`src/rtl/byte_serializer_pkg.sv`:
```
// Shared types and constants for the word-to-byte serializer.
package byte_serializer_pkg;

  localparam int BYTE_W         = 8;
  localparam int BYTES_PER_WORD = 4;
  localparam int IDX_W          = 2;
  localparam int WORD_W         = BYTE_W * BYTES_PER_WORD;

  typedef enum logic {
    ST_IDLE = 1'b0,
    ST_SEND = 1'b1
  } state_t;

  // Hold-register layout: byte 0 (first emitted) sits in the top lane.
  function automatic logic [WORD_W-1:0] pack_word(
    input logic [BYTE_W-1:0] b1,
    input logic [BYTE_W-1:0] b2,
    input logic [BYTE_W-1:0] b3,
    input logic [BYTE_W-1:0] b4,
    input logic              lsb_first
  );
    return lsb_first ? {b4, b3, b2, b1} : {b1, b2, b3, b4};
  endfunction

endpackage

```
`src/rtl/byte_serializer_if.sv`:
```
// Input word handshake and output byte stream of the serializer.
interface byte_serializer_if #(
  parameter int CNT_W = 16
);
  import byte_serializer_pkg::*;

  logic              in_valid;
  logic              in_ready;
  logic [BYTE_W-1:0] B1;
  logic [BYTE_W-1:0] B2;
  logic [BYTE_W-1:0] B3;
  logic [BYTE_W-1:0] B4;
  logic [BYTE_W-1:0] out_data;
  logic              out_valid;
  logic              out_ready;
  logic              out_last;
  logic [CNT_W-1:0]  word_cnt;

  modport slave (
    input  in_valid, B1, B2, B3, B4, out_ready,
    output in_ready, out_data, out_valid, out_last, word_cnt
  );

  modport master (
    output in_valid, B1, B2, B3, B4, out_ready,
    input  in_ready, out_data, out_valid, out_last, word_cnt
  );

endinterface

```
`src/rtl/byte_serializer_byte_mux.sv`:
```
// 4:1 byte select out of the hold register, lane 0 in the top byte.
module byte_serializer_byte_mux
  import byte_serializer_pkg::*;
(
  input  logic [WORD_W-1:0] word,
  input  logic [IDX_W-1:0]  sel,
  output logic [BYTE_W-1:0] data
);

  always_comb begin
    data = '0;
    case (sel)
      2'd0: data = word[31:24];
      2'd1: data = word[23:16];
      2'd2: data = word[15:8];
      2'd3: data = word[7:0];
      default: data = '0;
    endcase
  end

endmodule

```
`src/rtl/byte_serializer.sv`:
```
// Captures one 4-byte word and emits it one byte per cycle with end-of-word marker.
//   state   | meaning
//   ST_IDLE | no word held, ready for a new one
//   ST_SEND | presenting hold byte[idx]; last handoff may chain the next word
module byte_serializer
  import byte_serializer_pkg::*;
#(
  parameter bit LSB_FIRST = 1'b0,
  parameter int CNT_W     = 16
) (
  input logic clk,
  input logic rst_n,
  byte_serializer_if.slave bus
);

  state_t            state_q, state_d;
  logic [IDX_W-1:0]  idx_q, idx_d;
  logic [WORD_W-1:0] hold_q, hold_d;
  logic [CNT_W-1:0]  cnt_q, cnt_d;
  logic [BYTE_W-1:0] mux_byte;
  logic              is_last;
  logic              accept;
  logic              handoff;
  logic              ready;

  always_ff @(posedge clk) begin
    if (!rst_n) begin
      state_q <= ST_IDLE;
      idx_q   <= '0;
      hold_q  <= '0;
      cnt_q   <= '0;
    end else begin
      state_q <= state_d;
      idx_q   <= idx_d;
      hold_q  <= hold_d;
      cnt_q   <= cnt_d;
    end
  end

  always_comb begin
    state_d = state_q;
    idx_d   = idx_q;
    hold_d  = hold_q;
    cnt_d   = cnt_q;
    is_last = (idx_q == IDX_W'(BYTES_PER_WORD - 1));
    handoff = (state_q == ST_SEND) && bus.out_ready;
    // Ready only when the current word is guaranteed to leave this edge.
    ready   = (state_q == ST_IDLE) || (is_last && bus.out_ready);
    accept  = bus.in_valid && ready;
    case (state_q)
      ST_IDLE: begin
        if (accept) begin
          state_d = ST_SEND;
          idx_d   = '0;
          hold_d  = pack_word(bus.B1, bus.B2, bus.B3, bus.B4, LSB_FIRST);
        end
      end
      ST_SEND: begin
        if (handoff) begin
          if (!is_last) begin
            idx_d = idx_q + IDX_W'(1);
          end else begin
            cnt_d = cnt_q + CNT_W'(1);
            if (accept) begin
              idx_d  = '0;
              hold_d = pack_word(bus.B1, bus.B2, bus.B3, bus.B4, LSB_FIRST);
            end else begin
              state_d = ST_IDLE;
            end
          end
        end
      end
      default: state_d = ST_IDLE;
    endcase
  end

  byte_serializer_byte_mux u_byte_mux (
    .word (hold_q),
    .sel  (idx_q),
    .data (mux_byte)
  );

  assign bus.in_ready  = ready;
  assign bus.out_valid = (state_q == ST_SEND);
  assign bus.out_data  = (state_q == ST_SEND) ? mux_byte : '0;
  assign bus.out_last  = (state_q == ST_SEND) && is_last;
  assign bus.word_cnt  = cnt_q;

endmodule

```
`src/flat_wrapper.sv`:
```
// flat-port wrapper written by rule: the top's interface ports become plain ports
module byte_serializer_flat import byte_serializer_pkg::*;
#(
  parameter bit LSB_FIRST = 1'b0,
  parameter int CNT_W     = 16
)
  (clk, rst_n, bus_in_valid, bus_B1, bus_B2, bus_B3, bus_B4, bus_out_ready, bus_in_ready, bus_out_data, bus_out_valid, bus_out_last, bus_word_cnt);
  byte_serializer_if #(.CNT_W(CNT_W)) bus_i ();
  input logic clk;
  input logic rst_n;
  input wire logic [$bits(bus_i.in_valid)-1:0] bus_in_valid;
  input wire logic [$bits(bus_i.B1)-1:0] bus_B1;
  input wire logic [$bits(bus_i.B2)-1:0] bus_B2;
  input wire logic [$bits(bus_i.B3)-1:0] bus_B3;
  input wire logic [$bits(bus_i.B4)-1:0] bus_B4;
  input wire logic [$bits(bus_i.out_ready)-1:0] bus_out_ready;
  output wire logic [$bits(bus_i.in_ready)-1:0] bus_in_ready;
  output wire logic [$bits(bus_i.out_data)-1:0] bus_out_data;
  output wire logic [$bits(bus_i.out_valid)-1:0] bus_out_valid;
  output wire logic [$bits(bus_i.out_last)-1:0] bus_out_last;
  output wire logic [$bits(bus_i.word_cnt)-1:0] bus_word_cnt;
  assign bus_i.in_valid = bus_in_valid;
  assign bus_i.B1 = bus_B1;
  assign bus_i.B2 = bus_B2;
  assign bus_i.B3 = bus_B3;
  assign bus_i.B4 = bus_B4;
  assign bus_i.out_ready = bus_out_ready;
  assign bus_in_ready = bus_i.in_ready;
  assign bus_out_data = bus_i.out_data;
  assign bus_out_valid = bus_i.out_valid;
  assign bus_out_last = bus_i.out_last;
  assign bus_word_cnt = bus_i.word_cnt;
  byte_serializer #(.LSB_FIRST(LSB_FIRST), .CNT_W(CNT_W)) u_core (.clk(clk), .rst_n(rst_n), .bus(bus_i));
endmodule
```
`config.mk`:
```
export PLATFORM = sky130hd
export DESIGN_NAME = byte_serializer_flat
export DESIGN_NICKNAME = d
export VERILOG_FILES = /design/src/rtl/byte_serializer_pkg.sv /design/src/rtl/byte_serializer_if.sv /design/src/rtl/byte_serializer_byte_mux.sv /design/src/rtl/byte_serializer.sv /design/src/flat_wrapper.sv
export SDC_FILE = /design/constraint.sdc
export NUM_CORES = 1
export LEC_CHECK = 0
export CAP_MARGIN = 20
export CORE_MARGIN = 3
export CORE_UTILIZATION = 45
export CTS_CLUSTER_DIAMETER = 30
export CTS_CLUSTER_SIZE = 14
export DETAILED_ROUTE_END_ITERATION = 7
export GPL_TIMING_DRIVEN = 0
export PLACE_DENSITY = 0.81
export RECOVER_POWER = 100
export SYNTH_ARGS = -nofsm -noshare
export SYNTH_HDL_FRONTEND = slang
export SYNTH_SLANG_ARGS = --single-unit
```
`constraint.sdc`:
```
create_clock -name clk -period 2.55 [get_ports clk]
set_clock_uncertainty 0.05 [all_clocks]
set_input_delay 0.765 -clock clk [delete_from_list [all_inputs] [get_ports clk]]
set_output_delay 0.765 -clock clk [all_outputs]
set_load 0.02 [all_outputs]
```
## After elaboration in Yosys (flattened, before gate mapping)

Cells that the tools add are included.

| cells by class | value |
|---|---|
| add/subtract/negate cells | 2 |
| equality and inequality tests | 5 |
| mux-type cells | 14 |
| bitwise logic cells | 1 |
| reductions and logical operators | 8 |

Operators by type and width:

| kind | number |
|---|---|
| 32-bit two-way mux | 3 |
| 32-bit case mux with 2 select lines | 1 |
| 8-bit case mux with 4 select lines | 1 |
| 16-bit by 1-bit adder with 16-bit output (second input constant) | 1 |
| 8-bit two-way mux | 1 |
| 2-bit two-way mux | 3 |
| 2-bit equality test (second input constant) | 2 |
| 1-bit logical AND | 4 |
| 2-bit != test (second input constant) | 2 |
| 2-bit case mux with 2 select lines | 1 |
| 1-bit two-way mux | 3 |
| 3-bit AND reduction | 1 |
| 2-bit by 1-bit adder with 2-bit output (second input constant) | 1 |
| 2-bit by 1-bit equality test with 1-bit output (second input constant) | 1 |
| 2-bit logical NOT | 1 |
| 1-bit case mux with 2 select lines | 1 |
| 2-bit AND reduction | 1 |
| 1-bit logical OR | 1 |
| 1-bit NOT | 1 |

| storage, ports and cells | value |
|---|---|
| register bits | 51 |
| word-level logic and storage cells | 34 |

## Depth between registers and ports, before layout

| depth | value |
|---|---|
| depth in word-level cells | 8 |
| mapped depth | 7 |
| gate-level depth less buffers | 6 |

## By module

Synthesis repeated with hierarchy kept, for this count alone.

| second synthesis, totals | value |
|---|---|
| cell total of the unflattened synthesis | 265 |
| area total of the unflattened synthesis | 2,321.0 um^2 |

Modules (own cells, without submodules):

| module | times used | cells each | area each (um^2) |
|---|---|---|---|
| byte_serializer | 1 | 255 | 2,124.5 |
| byte_serializer_byte_mux | 1 | 10 | 196.4 |

## Worst setup path after synthesis

OpenSTA, ideal clock, no wires.

| timing path | value |
|---|---|
| kind | register -> output |
| start | register u_core.idx_q[0] |
| end | output port bus_out_data[0] |
| arrival time | 1,452 ps |
| data required time | 1,735 ps |
| slack | 283 ps |
| stages on the path, launching flop included | 7 |
| path through | dfxtp_1 -> inv_1 -> ha_1 -> clkbuf_1 -> clkbuf_1 -> a21oi_1 -> nor2_1 |

| between the ends | value |
|---|---|
| cells in the longest elaborated chain, start to end | 3 |

Ends and longest elaborated chain:

| item | line | RTL |
|---|---|---|
| start, declared | byte_serializer.sv:17 | `logic [IDX_W-1:0] idx_q, idx_d;` |
| start signal, assigned | byte_serializer.sv:34 | `idx_q <= idx_d;` |
| 2-bit equality test (tied with other cells) | byte_serializer_byte_mux.sv:12 | `case (sel)` |
| 8-bit case mux with 4 select lines * | byte_serializer_byte_mux.sv:12 |  |
| 8-bit two-way mux * | byte_serializer.sv:85 | `assign bus.out_data = (state_q == ST_SEND) ? mux_byte : '0;` |
| end, declared | flat_wrapper.sv:18 | `output wire logic [$bits(bus_i.out_data)-1:0] bus_out_data;` |

Every way passes the cells marked *; elsewhere a longest branch is shown, timed or not.

## Worst setup path after layout

| timing path | value |
|---|---|
| start | register u_core.idx_q[0] |
| end | output port bus_out_data[3] |

The elaborated chain is that of the path after synthesis.

==> metrics <==
CP Max Fanout=8; top cells by area in the synthesized netlist=sky130_fd_sc_hd__dfxtp_1 (45%), sky130_fd_sc_hd__nand2_1 (11%), sky130_fd_sc_hd__a21oi_1 (10%); Worst Hold Margin=412 ps; average cell area after synthesis=7.97 um^2; Synth Flop Type=sky130_fd_sc_hd__dfxtp_1; number of antenna violations at the first check in global routing=0; Yosys top cell by area=sky130_fd_sc_hd__dfxtp_1; number of detailed-route iterations in the first pass=7; number of enable flip-flop cells after synthesis=0; area share of the largest cell type after synthesis=45.0%; Hold Buf Count CTS=0; buffers and inverters on the worst path=2; Worst path depth=7; vias in the first global route=2,111; status=finished, violations left; Async SR Flop Fraction=0%; final setup vio count=6; post-synthesis net count=327; number of synthesized register bits=51; net load switching power=408 uW; register share of total power=55.2%; Total Wirelength=5600 um; critical-path cell list=inv_4 -> ha_4 -> a222oi_1 -> nor2_1 -> a21oi_1 -> nor2_1 -> buf_2; worst reg-to-reg setup slack=between 300 and 400 ps; clock insertion delay at the later pin of the skew report=310 ps; post-detail-place hpwl=4050 um; pre-CTS setup slack=-435 ps; Worst Path Class, Setup=register to output pin; share of final-layout standard cells stronger than drive strength 1=about a tenth; post-layout total power=1.53 mW; Area Growth Syn to Fin=35.3%; Worst EP arrival=1820 ps; violated checks=negative setup slack; Die X=77.0 um; worst endpoint required time=1740 ps; internal power=between 1 and 1.5 mW; number of standard cells after synthesis=285; overall die area=between 0.005 and 0.006 mm^2; clock share of power=32.7%; final-layout setup total negative slack=-313 ps; stage delay of the slowest cell on the critical path=460 ps; final critical-path setup slack=-83.4 ps; Combinational Power Share=about an eighth; classification of the worst-slack hold path=register to register; fraction of power spent switching nets=between 20% and 30%; leading cell types in the layout, fill and taps excluded=sky130_fd_sc_hd__nand2_1 (69), sky130_fd_sc_hd__dfxtp_1 (49), sky130_fd_sc_hd__a21oi_1 (47); placeable core area=0.00479 mm^2; Cell Area, Synth=about 0.0023 mm^2; clock tree from TritonCTS=done; post-route non-filler standard cell count=421; wire length of the first global-routing pass=9440 um; origin of the worst min-delay path=u_core.hold_q[3]$_SDFFE_PN0P_; Avg WL per Cell=13.3 um; most common cell after layout, fill and taps aside=sky130_fd_sc_hd__nand2_1; PortBufs=62; starting density of the core=47.5%; placed cell count=414; startpoint of the worst register-to-register path=u_core.idx_q[0]$_SDFFE_PN0N_; CTS H-Tree Depth=2; count of unresolved DRC violations after routing=0; number of design-rule violations left by the first detailed-router iteration=a little under 200; Syn. warnings=0; number of primary I/O pins=63; hold depth=2; height of the chip=77.0 um; period utilisation layout=103%; Post-Route Utilization=64.2%; TritonCTS buffer count=5; total of max-cap violations=0; cell family with most CP delay=compound AO/OA/AOI/OAI gates; min cycle time layout=2630 ps; clock-pin slew on the worst setup and hold paths=about 100 ps; Final Slew Violations=0; root buffer cell=sky130_fd_sc_hd__clkbuf_8; slew at the pin closest to its max-slew limit=522 ps; library cells used by synthesis=36; crit path launch type=register; largest net degree at the start of global routing=19; hold path endpoint=u_core.hold_q[3]$_SDFFE_PN0P_; number of inserted diodes=0; maximum VDD drop=257 uV; number of placement rows=25; via count normalized by instance count=5.19; buffer depth of the longest clock path=2; relative max-transition margin=around 65%; layout net count=395; peak clock frequency supported by timing=380 MHz; Critical Path Slowest Stage Cell=sky130_fd_sc_hd__a222oi_1; CP Capture Type=output pin; Final Wtd Congestion=0.884; leakage power summed over all cells=roughly 1.2 nW; Worst R2R End=u_core.bus.word_cnt[14]$_SDFFE_PN0P_; overall routing resource usage=19.2%; total via count in the routed design=~2,200; Final Hold Vio Count=0; sinks on the clock net=51; crit-path most repeated cell=sky130_fd_sc_hd__nor2_1; post-route design area=between 0.003 and 0.004 mm^2; grt ovf=0; unrepaired setup endpoints after global routing=true; total power density per cell area=498 mW/mm^2; Area after DPL=0.00298 mm^2; Register-to-Register Path Depth=6; portion of the post-synthesis area used by sequential elements=45.0%; remaining number of nets flagged by the antenna check after routing=0; Filler Cells Inserted=429
==> tightest hold or removal path, delay by kind of cell (launching register included) <==
kind / cells / cell delay (ps)
DFF: 1 / 320
and+or+nand+nor: 1 / 50
AOI/OAI and AO/OA: 1 / 50
==> synth_stat cells, types with 2 or more instances <==
library cell	count
sky130_fd_sc_hd__mux2i_1	3
sky130_fd_sc_hd__nand2_1	69
sky130_fd_sc_hd__xor2_1	9
sky130_fd_sc_hd__o31ai_1	3
sky130_fd_sc_hd__a21oi_1	47
sky130_fd_sc_hd__nor2_1	30
sky130_fd_sc_hd__clkbuf_1	12
sky130_fd_sc_hd__nand4_1	5
sky130_fd_sc_hd__a22oi_1	2
sky130_fd_sc_hd__buf_1	3
sky130_fd_sc_hd__inv_1	7
sky130_fd_sc_hd__or4_1	3
sky130_fd_sc_hd__o21ai_0	2
sky130_fd_sc_hd__nand3_1	5
sky130_fd_sc_hd__or3_1	2
sky130_fd_sc_hd__ha_1	6
sky130_fd_sc_hd__dfxtp_1	51
sky130_fd_sc_hd__a222oi_1	8
==> layer usage <==
layer	vias to the layer above	routed length [um]	track usage, %
li1	1106	-	-
met1	1000	2440	23.3
met2	70	2660	32.0
met3	8	411	6.22
met4	0	87	6.41
met5	-	0	0
==> state kept, by name, indices dropped and copies added, names as in the netlist <==
signal	count
u_core.bus.word_cnt	16
u_core.idx_q	2
u_core.bus.out_valid	1
u_core.hold_q	32
==> area by class of cell <==
class / count / area, um^2 / share of cell area, %
Timing Repair Buffer: 65 / 609 / 19.8
Clock inverter: 3 / 27.5 / 0.896
Buffer: 15 / 75.1 / 2.44
Multi-Input combinational cell: 207 / 1140 / 37.2
Inverter: 8 / 35.0 / 1.14
Sequential cell: 51 / 1030 / 33.5
Tap cell: 67 / 83.8 / 2.73
Clock buffer: 5 / 68.8 / 2.24
==> worst max-delay path by stage <==
stage | from | end
global placement | u_core.idx_q[0]$_SDFFE_PN0N_ | bus_out_data[4]
finish | u_core.idx_q[0]$_SDFFE_PN0N_ | bus_out_data[3]
detailed placement | u_core.idx_q[0]$_SDFFE_PN0N_ | bus_out_data[4]
CTS | u_core.idx_q[0]$_SDFFE_PN0N_ | bus_out_data[5]
floorplan | u_core.idx_q[0]$_SDFFE_PN0N_ | bus_out_data[0]
global route | u_core.idx_q[1]$_SDFFE_PN0N_ | bus_out_data[7]
==> power groups by stage <==
stage / combinational (mW) / sequential [mW] / clock [mW]
3_5_place_dp: 0.186 / 0.862 / 0
3_3_place_gp: 0.184 / 0.861 / 0
4_1_cts: 0.187 / 0.843 / 0.511
5_1_grt: 0.204 / 0.847 / 0.539
6_report: 0.185 / 0.843 / 0.500
2_1_floorplan: 0.0935 / 0.858 / 0
==> cell families (layout without fill, tap and decap cells) <==
family / Yosys count / after routing / share of synthesized area, %
XOR/XNOR: 9 / 9 / 3.47
AO/OA/AOI/OAI: 65 / 65 / 16.8
adder cells (fa/ha/maj): 6 / 6 / 3.31
buffers and inverters: 27 / 96 / 5.45
multiplexers: 3 / 3 / 1.32
flip-flops: 51 / 51 / 45.0
AND/OR/NAND/NOR: 124 / 124 / 24.7
==> timing repair <==
item | in CTS | in global routing
buffers inserted | 2 | 1
pin swaps | 14 | 14
hold endpoints to repair | 0 | 0
resized for setup | 54 | 1
setup endpoints to repair | 10 | 8
No activity file was read; power rests on OpenSTA's default activity.
